===== src/rtl/reg_arb_pipe.sv =====
// reg_arb_pipe: registered N-to-1 register-bus arbiter, round-robin or fixed priority.
// Optional downstream watchdog is built when REG_ARB_PIPE_TIMEOUT_EN is defined.

package reg_arb_pipe_pkg;

    typedef struct packed {
        logic [31:0] addr;
        logic        write;
        logic [31:0] wdata;
        logic [3:0]  wstrb;
        logic        valid;
    } reg_req_t;

    typedef struct packed {
        logic [31:0] rdata;
        logic        error;
        logic        ready;
    } reg_rsp_t;

endpackage

module reg_arb_pipe
    import reg_arb_pipe_pkg::*;
#(
    parameter int unsigned NoPorts       = 2,
    parameter int unsigned AW            = 32,
    parameter int unsigned DW            = 32,
    parameter type         req_t         = reg_req_t,
    parameter type         rsp_t         = reg_rsp_t,
    parameter bit          FixedPrio     = 1'b0,
    parameter int unsigned TimeoutCycles = 256
) (
    input  logic               clk_i,
    input  logic               rst_i,
    input  req_t [NoPorts-1:0] in_req_i,
    output rsp_t [NoPorts-1:0] in_rsp_o,
    output req_t               out_req_o,
    input  rsp_t               out_rsp_i,
    output logic               busy_o
);

    localparam int unsigned IdxW = (NoPorts > 1) ? $clog2(NoPorts) : 1;

    typedef logic [IdxW-1:0] idx_t;

    typedef enum logic [1:0] {
        IDLE,
        ISSUE,
        RESP
    } state_e;

    state_e               state;
    state_e               state_next;
    idx_t                 ptr;
    idx_t                 next_ptr;
    idx_t                 gnt_q;
    idx_t                 win_idx;
    logic                 any_valid;
    logic [AW-1:0]        win_addr;
    logic                 win_write;
    logic [DW-1:0]        win_wdata;
    logic [DW/8-1:0]      win_wstrb;
    logic                 timeout;
    logic                 done;
    req_t                 req_reg;
    rsp_t [NoPorts-1:0]   rsp_reg;

    // Scan from the pointer upward with wrap; fixed priority always scans from index 0.
    always_comb begin
        int unsigned cand;
        idx_t        cand_idx;
        any_valid = 1'b0;
        win_idx   = '0;
        cand      = 0;
        cand_idx  = '0;
        for (int unsigned off = 0; off < NoPorts; off++) begin
            if (FixedPrio) begin
                cand = off;
            end else begin
                cand = 32'(ptr) + off;
                if (cand >= NoPorts) begin
                    cand = cand - NoPorts;
                end
            end
            cand_idx = idx_t'(cand);
            if (!any_valid && in_req_i[cand_idx].valid) begin
                any_valid = 1'b1;
                win_idx   = cand_idx;
            end
        end
    end

    assign win_addr  = in_req_i[win_idx].addr;
    assign win_write = in_req_i[win_idx].write;
    assign win_wdata = in_req_i[win_idx].wdata;
    assign win_wstrb = in_req_i[win_idx].wstrb;
    assign next_ptr  = ((32'(win_idx) + 32'd1) >= NoPorts) ? '0 : win_idx + idx_t'(1);

`ifdef REG_ARB_PIPE_TIMEOUT_EN
    localparam int unsigned CntW = $clog2(TimeoutCycles);

    logic [CntW-1:0] wait_cnt;

    // Held at zero outside ISSUE so every transaction starts its own count.
    always_ff @(posedge clk_i) begin
        if (rst_i) begin
            wait_cnt <= '0;
        end else if (state != ISSUE) begin
            wait_cnt <= '0;
        end else if (!out_rsp_i.ready) begin
            wait_cnt <= wait_cnt + CntW'(1);
        end
    end

    assign timeout = (state == ISSUE) && (wait_cnt == CntW'(TimeoutCycles - 1));
`else
    assign timeout = 1'b0;
`endif

    assign done = (state == ISSUE) && (out_rsp_i.ready || timeout);

    always_ff @(posedge clk_i) begin
        if (rst_i) begin
            state <= IDLE;
        end else begin
            state <= state_next;
        end
    end

    always_comb begin
        state_next = state;
        case (state)
            IDLE:    if (any_valid) state_next = ISSUE;
            ISSUE:   if (done) state_next = RESP;
            RESP:    state_next = IDLE;
            default: state_next = IDLE;
        endcase
    end

    // Payload is left in place after valid drops; only valid carries meaning outside ISSUE.
    always_ff @(posedge clk_i) begin
        if (rst_i) begin
            req_reg <= '0;
            gnt_q   <= '0;
            ptr     <= '0;
        end else if (state == IDLE && any_valid) begin
            gnt_q         <= win_idx;
            req_reg.addr  <= win_addr;
            req_reg.write <= win_write;
            req_reg.wdata <= win_wdata;
            req_reg.wstrb <= win_wstrb;
            req_reg.valid <= 1'b1;
            if (!FixedPrio) begin
                ptr <= next_ptr;
            end
        end else if (done) begin
            req_reg.valid <= 1'b0;
        end
    end

    // A real downstream ready wins over a simultaneous watchdog expiry.
    always_ff @(posedge clk_i) begin
        if (rst_i) begin
            rsp_reg <= '0;
        end else begin
            rsp_reg <= '0;
            if (done) begin
                rsp_reg[gnt_q].ready <= 1'b1;
                rsp_reg[gnt_q].error <= out_rsp_i.ready ? out_rsp_i.error : 1'b1;
                rsp_reg[gnt_q].rdata <= out_rsp_i.ready ? out_rsp_i.rdata : '0;
            end
        end
    end

    assign out_req_o = req_reg;
    assign in_rsp_o  = rsp_reg;
    assign busy_o    = (state != IDLE);

endmodule


===== config.mk =====
export PLATFORM = sky130hd
export DESIGN_NAME = reg_arb_pipe
export DESIGN_NICKNAME = d
export VERILOG_FILES = /design/src/rtl/reg_arb_pipe.sv
export SDC_FILE = /design/constraint.sdc
export NUM_CORES = 1
export LEC_CHECK = 0
export BUFFER_PORTS_ARGS = -buffer_cell sky130_fd_sc_hd__buf_2
export CAP_MARGIN = 20
export CORE_AREA = 2 2 121 123
export DETAILED_ROUTE_END_ITERATION = 10
export DIE_AREA = 0 0 123 125
export PLACE_DENSITY = 0.74
export SYNTH_ARGS = -nofsm -noshare
export SYNTH_HDL_FRONTEND = slang
export SYNTH_SLANG_ARGS = --single-unit

===== constraint.sdc =====
create_clock -name clk_i -period 1.4 [get_ports clk_i]
set_clock_uncertainty 0.1 [all_clocks]
set_input_delay 0.42 -clock clk_i [delete_from_list [all_inputs] [get_ports clk_i]]
set_output_delay 0.42 -clock clk_i [all_outputs]
set_load 0.02 [all_outputs]

==> results <==
- The cell-internal power is 8.735 mW.
- By startpoint and endpoint, the worst setup path is classified as reg2out.
- The number of buffers inserted by hold repair at cts is 0.
- The met2 track demand over resource is 40.98%.
- Net switching is 27.33% of the power.
- The biggest fanout along the worst timing path is 2.
- Setup repair after global routing could not meet its margin everywhere.
- The final count of pins violating max slew is 0.
- Synthesis inferred 142 register bits.
- The detailed router's first-iteration violation count is 602.
- The leftover overflow at the end of global routing is 0.
- Max-cap violations in this run came to 0.
- Once the floorplan was initialized, standard cells occupied 37.78% of the core.
- Of the total synthesized cell area, the portion taken by AND, OR, NAND and NOR gates is 24.64%.
- In this run the count of I/O pins placed on the die edge is 315.
- Global routing used 6.889% of the available met3 tracks.
- The final RePlAce weighted congestion is 0.8441.
- Of the available clock period, the critical path in the final layout requires 113.2%.
- The power share of the combinational group is 20.8%.
- TritonCTS created 17 clock buffers.
- The checks that failed: negative setup slack.
- The post-synthesis compound-gate area fraction is 15.13%.
- Yosys attributes the largest share of cell area to sky130_fd_sc_hd__dfxtp_1 53%, sky130_fd_sc_hd__nand4_1 16%, sky130_fd_sc_hd__a31oi_1 8.0%.
- The routed design could run at a clock period as short as 1.585 ns.
- Ranked by instance count, the synthesized netlist is headed by 142 x sky130_fd_sc_hd__dfxtp_1, 138 x sky130_fd_sc_hd__nand4_1, 69 x sky130_fd_sc_hd__a31oi_1, 66 x sky130_fd_sc_hd__nor2_1, 58 x sky130_fd_sc_hd__o21ai_0.
- The multiplexer area fraction after synthesis is 0%.
- The count of nets left with antenna violations once routing finished came out at 0.
- At the end of the flow, the number of nets in the layout was 1117.
- Summing the areas of all fa, ha and maj instances in the mapped netlist gives 0% of the synthesized area.
- The hold violation count in the final report is 0.
- The deepest clock path buffer count is 2.
- The worst pin sits at a relative slew slack of 80.06%.
- The maximum achievable frequency is 631.1 MHz.
- Entering global routing, the biggest net connects 49 pins.
- In this run, synthesis inferred 0 flip-flops with an integrated enable.
- Summing the sequential cell areas from Yosys gives 52.97% of the chip area.
- The critical path data required time is 0.88 ns.
- The count of antenna diodes in the layout is 0.
- The worst hold path passes through 3 cells.
- The number of cells on the worst reg-to-reg path is 7.
- The cell count after synthesis came out at 618.
- The area enclosed by the die boundary is 0.01538 sq mm.
- The dominant register cell in the synthesized netlist is sky130_fd_sc_hd__dfxtp_1.
- The multi-input combinational cell area is 0.002151 sq mm.
- The share of synthesized area in the top cell type comes to 52.97%.
- After detailed routing, the number of remaining DRC violations is 0.
- For this design the ratio of total power to cell area is 1268 mW/mm^2.
- sky130_fd_sc_hd__dfxtp_1 is the most common cell in the netlist.
- The parity-gate share of the synthesized area counting xor and xnor cells is 0%.
- The busiest layer in global routing is met2.
- After clock tree synthesis, the clock-pin slew on the worst setup and hold paths is 0.06 ns.
- The total net switching power is 3.286 mW.
- In the final routed layout, each cell accounts on average for 18.96 um.
- Hold timing on the final database bottoms out at a slack of 0.1451 ns.
- The synthesis-to-layout area growth is 76.61%.
- The first-pass GRT wire length is 29930 um.
- The standard-cell row count is 44.
- The post-synthesis async set-or-reset flop share is 0%.
- Once placement finished, the instance area stood at 0.007356 sq mm.
- Measured along the x axis, the die boundary spans 123 um.
- Global routing consumed, on the met1 layer, 28.71% of the routing resources.
- The global-route usage over all layers is 24.48%.
- The number of endpoints failing setup at the final stage is 77.
- The maximum ir drop on the vdd rail is 812.8 uV.
- For this run, the number of Yosys warnings is 0.
- The critical path launch point type is a flip-flop.
- In this run the vertical extent of the chip is 125 um.
- In this run the cell area of the synthesized design comes to 0.005366 sq mm.
- The number of global-route vias before repair is 6024.
- The number of input and output port buffers inserted is 314.
- The clock tree synthesis step divided the H-tree into 4 levels.
- sky130_fd_sc_hd__dfxtp_1 takes more of the synthesized area than any other cell.
- The path category of the worst min-delay check is in2reg.
- The synthesized net count is 794.
- The total via count after detailed routing is 6557.
- The count of different cell masters after synthesis is 23.
- After synthesis, the largest family of logic cells by area is simple AND/OR/NAND/NOR gates.
- The TritonCTS clock tree is done.
- The cell sitting at the root of the clock tree is a sky130_fd_sc_hd__clkbuf_16.
- For this design the static power due to leakage is 4.085 nW.
- In the post-route analysis, the smallest setup slack over all paths is -0.1846 ns.
- Data on the critical path arrives at its endpoint at 1.06 ns.
- The floorplan step defined a core boundary enclosing 0.01420 sq mm.
- The fraction of power consumed by sequential logic is 37.0%.
- The type of destination of the critical path is a primary output.
- Summing all flip-flop and latch instances after layout gives 0.003000 sq mm.
- In the routed layout, each cell is associated on average with a via count of 5.767.
- The later pin in the worst-skew pair is clocked with a latency of 0.41 ns.
- The number of antenna violations at the first check in global routing is 1.
- Dividing the synthesized area by the synthesized cell count gives 8.683 sq um.
- The run finished, with violations left.
- The transition time at the pin with the least slew margin is 0.2992 ns.
- The aggregate routed wire length is 21560 um.
- The wire-length estimate of the detail-placed layout is 12980 um.
- The number of filler cells placed in the layout is 1069.
- The final cell area excluding filler cells is 0.009478 sq mm.
- CTS saw 142 sinks.
- The fraction of layout cells with a size suffix above 1 is 57.71%.
- In this run, the clock network consumes 42.2% of the power.
- The first detailed-routing pass took 5 iterations.
-- state kept, by name, summed over array words and instances (netlist names) --
signal and cells:
gnt_q 1, in_rsp_o 68, out_req_o 70, ptr 1
state 2
-- power by group through the flow --
stage          sequential (mW)  combinational [mW]  clock, mW
2_1_floorplan             4.68               0.748          0
3_3_place_gp              4.43                1.84          0
3_5_place_dp              4.43                1.85          0
4_1_cts                   4.43                2.13       5.12
5_1_grt                   4.46                2.63       5.32
6_report                  4.45                2.50       5.08
-- worst max-delay path, cell delays in order (launching register included) --
cell and delay, ns:
sky130_fd_sc_hd__dfxtp_2 0.33, sky130_fd_sc_hd__nor2_4 0.14, sky130_fd_sc_hd__inv_4 0.05, sky130_fd_sc_hd__buf_6 0.13
-- path summary, 6_finish.rpt --
path,startpoint,end,slack [ns]
setup reg to reg,state[0],out_req_o[51],-0.13
hold / removal,out_rsp_i[33],in_rsp_o[33],0.15
hold reg to reg,out_req_o[8],out_req_o[8],0.40
setup / recovery,state[0],busy_o,-0.18
-- area by class of cell --
cell class	count	share of cell area [%]
Sequential cell	142	31.66
Clock buffer	17	4.488
Inverter	3	0.1452
Timing Repair Buffer	383	36.13
Tap cell	184	2.429
Multi-Input combinational cell	394	22.69
Clock inverter	14	2.455
-- layer usage --
| metal | share of wire (%) | vias to the layer above |
|---|---|---|
| met2 | 49 | 467 |
| met3 | 10 | 61 |
| li1 | - | 2957 |
| met4 | 3.1 | 2 |
| met1 | 37 | 3070 |
| met5 | 0.060 | - |
-- cell usage in the layout (no fill, tap or decap), drive strengths merged --
cell	n
nand4	138
and4bb	1
buf	373
nand2	35
clkbuf	27
inv	8
nor2	68
nand3b	1
a31oi	69
dfxtp	142
clkinv	3
bufinv	5
nor2b	1
or3b	1
nand3	2
clkinvlp	1
o21ai	72
nand2b	2
a21oi	4
-- metrics by stage --
stage / power (mW) / instances / util [%] / setup TNS, ns / setup WS [ns]
2_1_floorplan: 5.426 / 618 / - / 0 / 0.007193
3_3_place_gp: 6.270 / 1080 / 51.79 / -1.990 / -0.04257
3_5_place_dp: 6.288 / 1080 / 51.79 / -3.262 / -0.05666
4_1_cts: 11.68 / 1115 / 62.15 / -0.4551 / -0.2077
5_1_grt: 12.41 / 1137 / 66.73 / -10.08 / -0.2275
6_report: 12.02 / 1137 / 66.73 / -3.812 / -0.1846
-- cell families after synthesis --
| logic type | after synthesis |
|---|---|
| DFF | 142 |
| buffers and inverters | 82 |
| and+or+nand+nor | 249 |
| AOI/OAI and AO/OA | 145 |
-- what timing repair did --
item / CTS / global route
cloned: 0 / 12
pin swaps: 2 / 23
resized for setup: 315 / 109
endpoints found under the setup margin: 133 / 189
buffers inserted: 4 / 10
No activity file was read; power rests on OpenSTA's default activity.
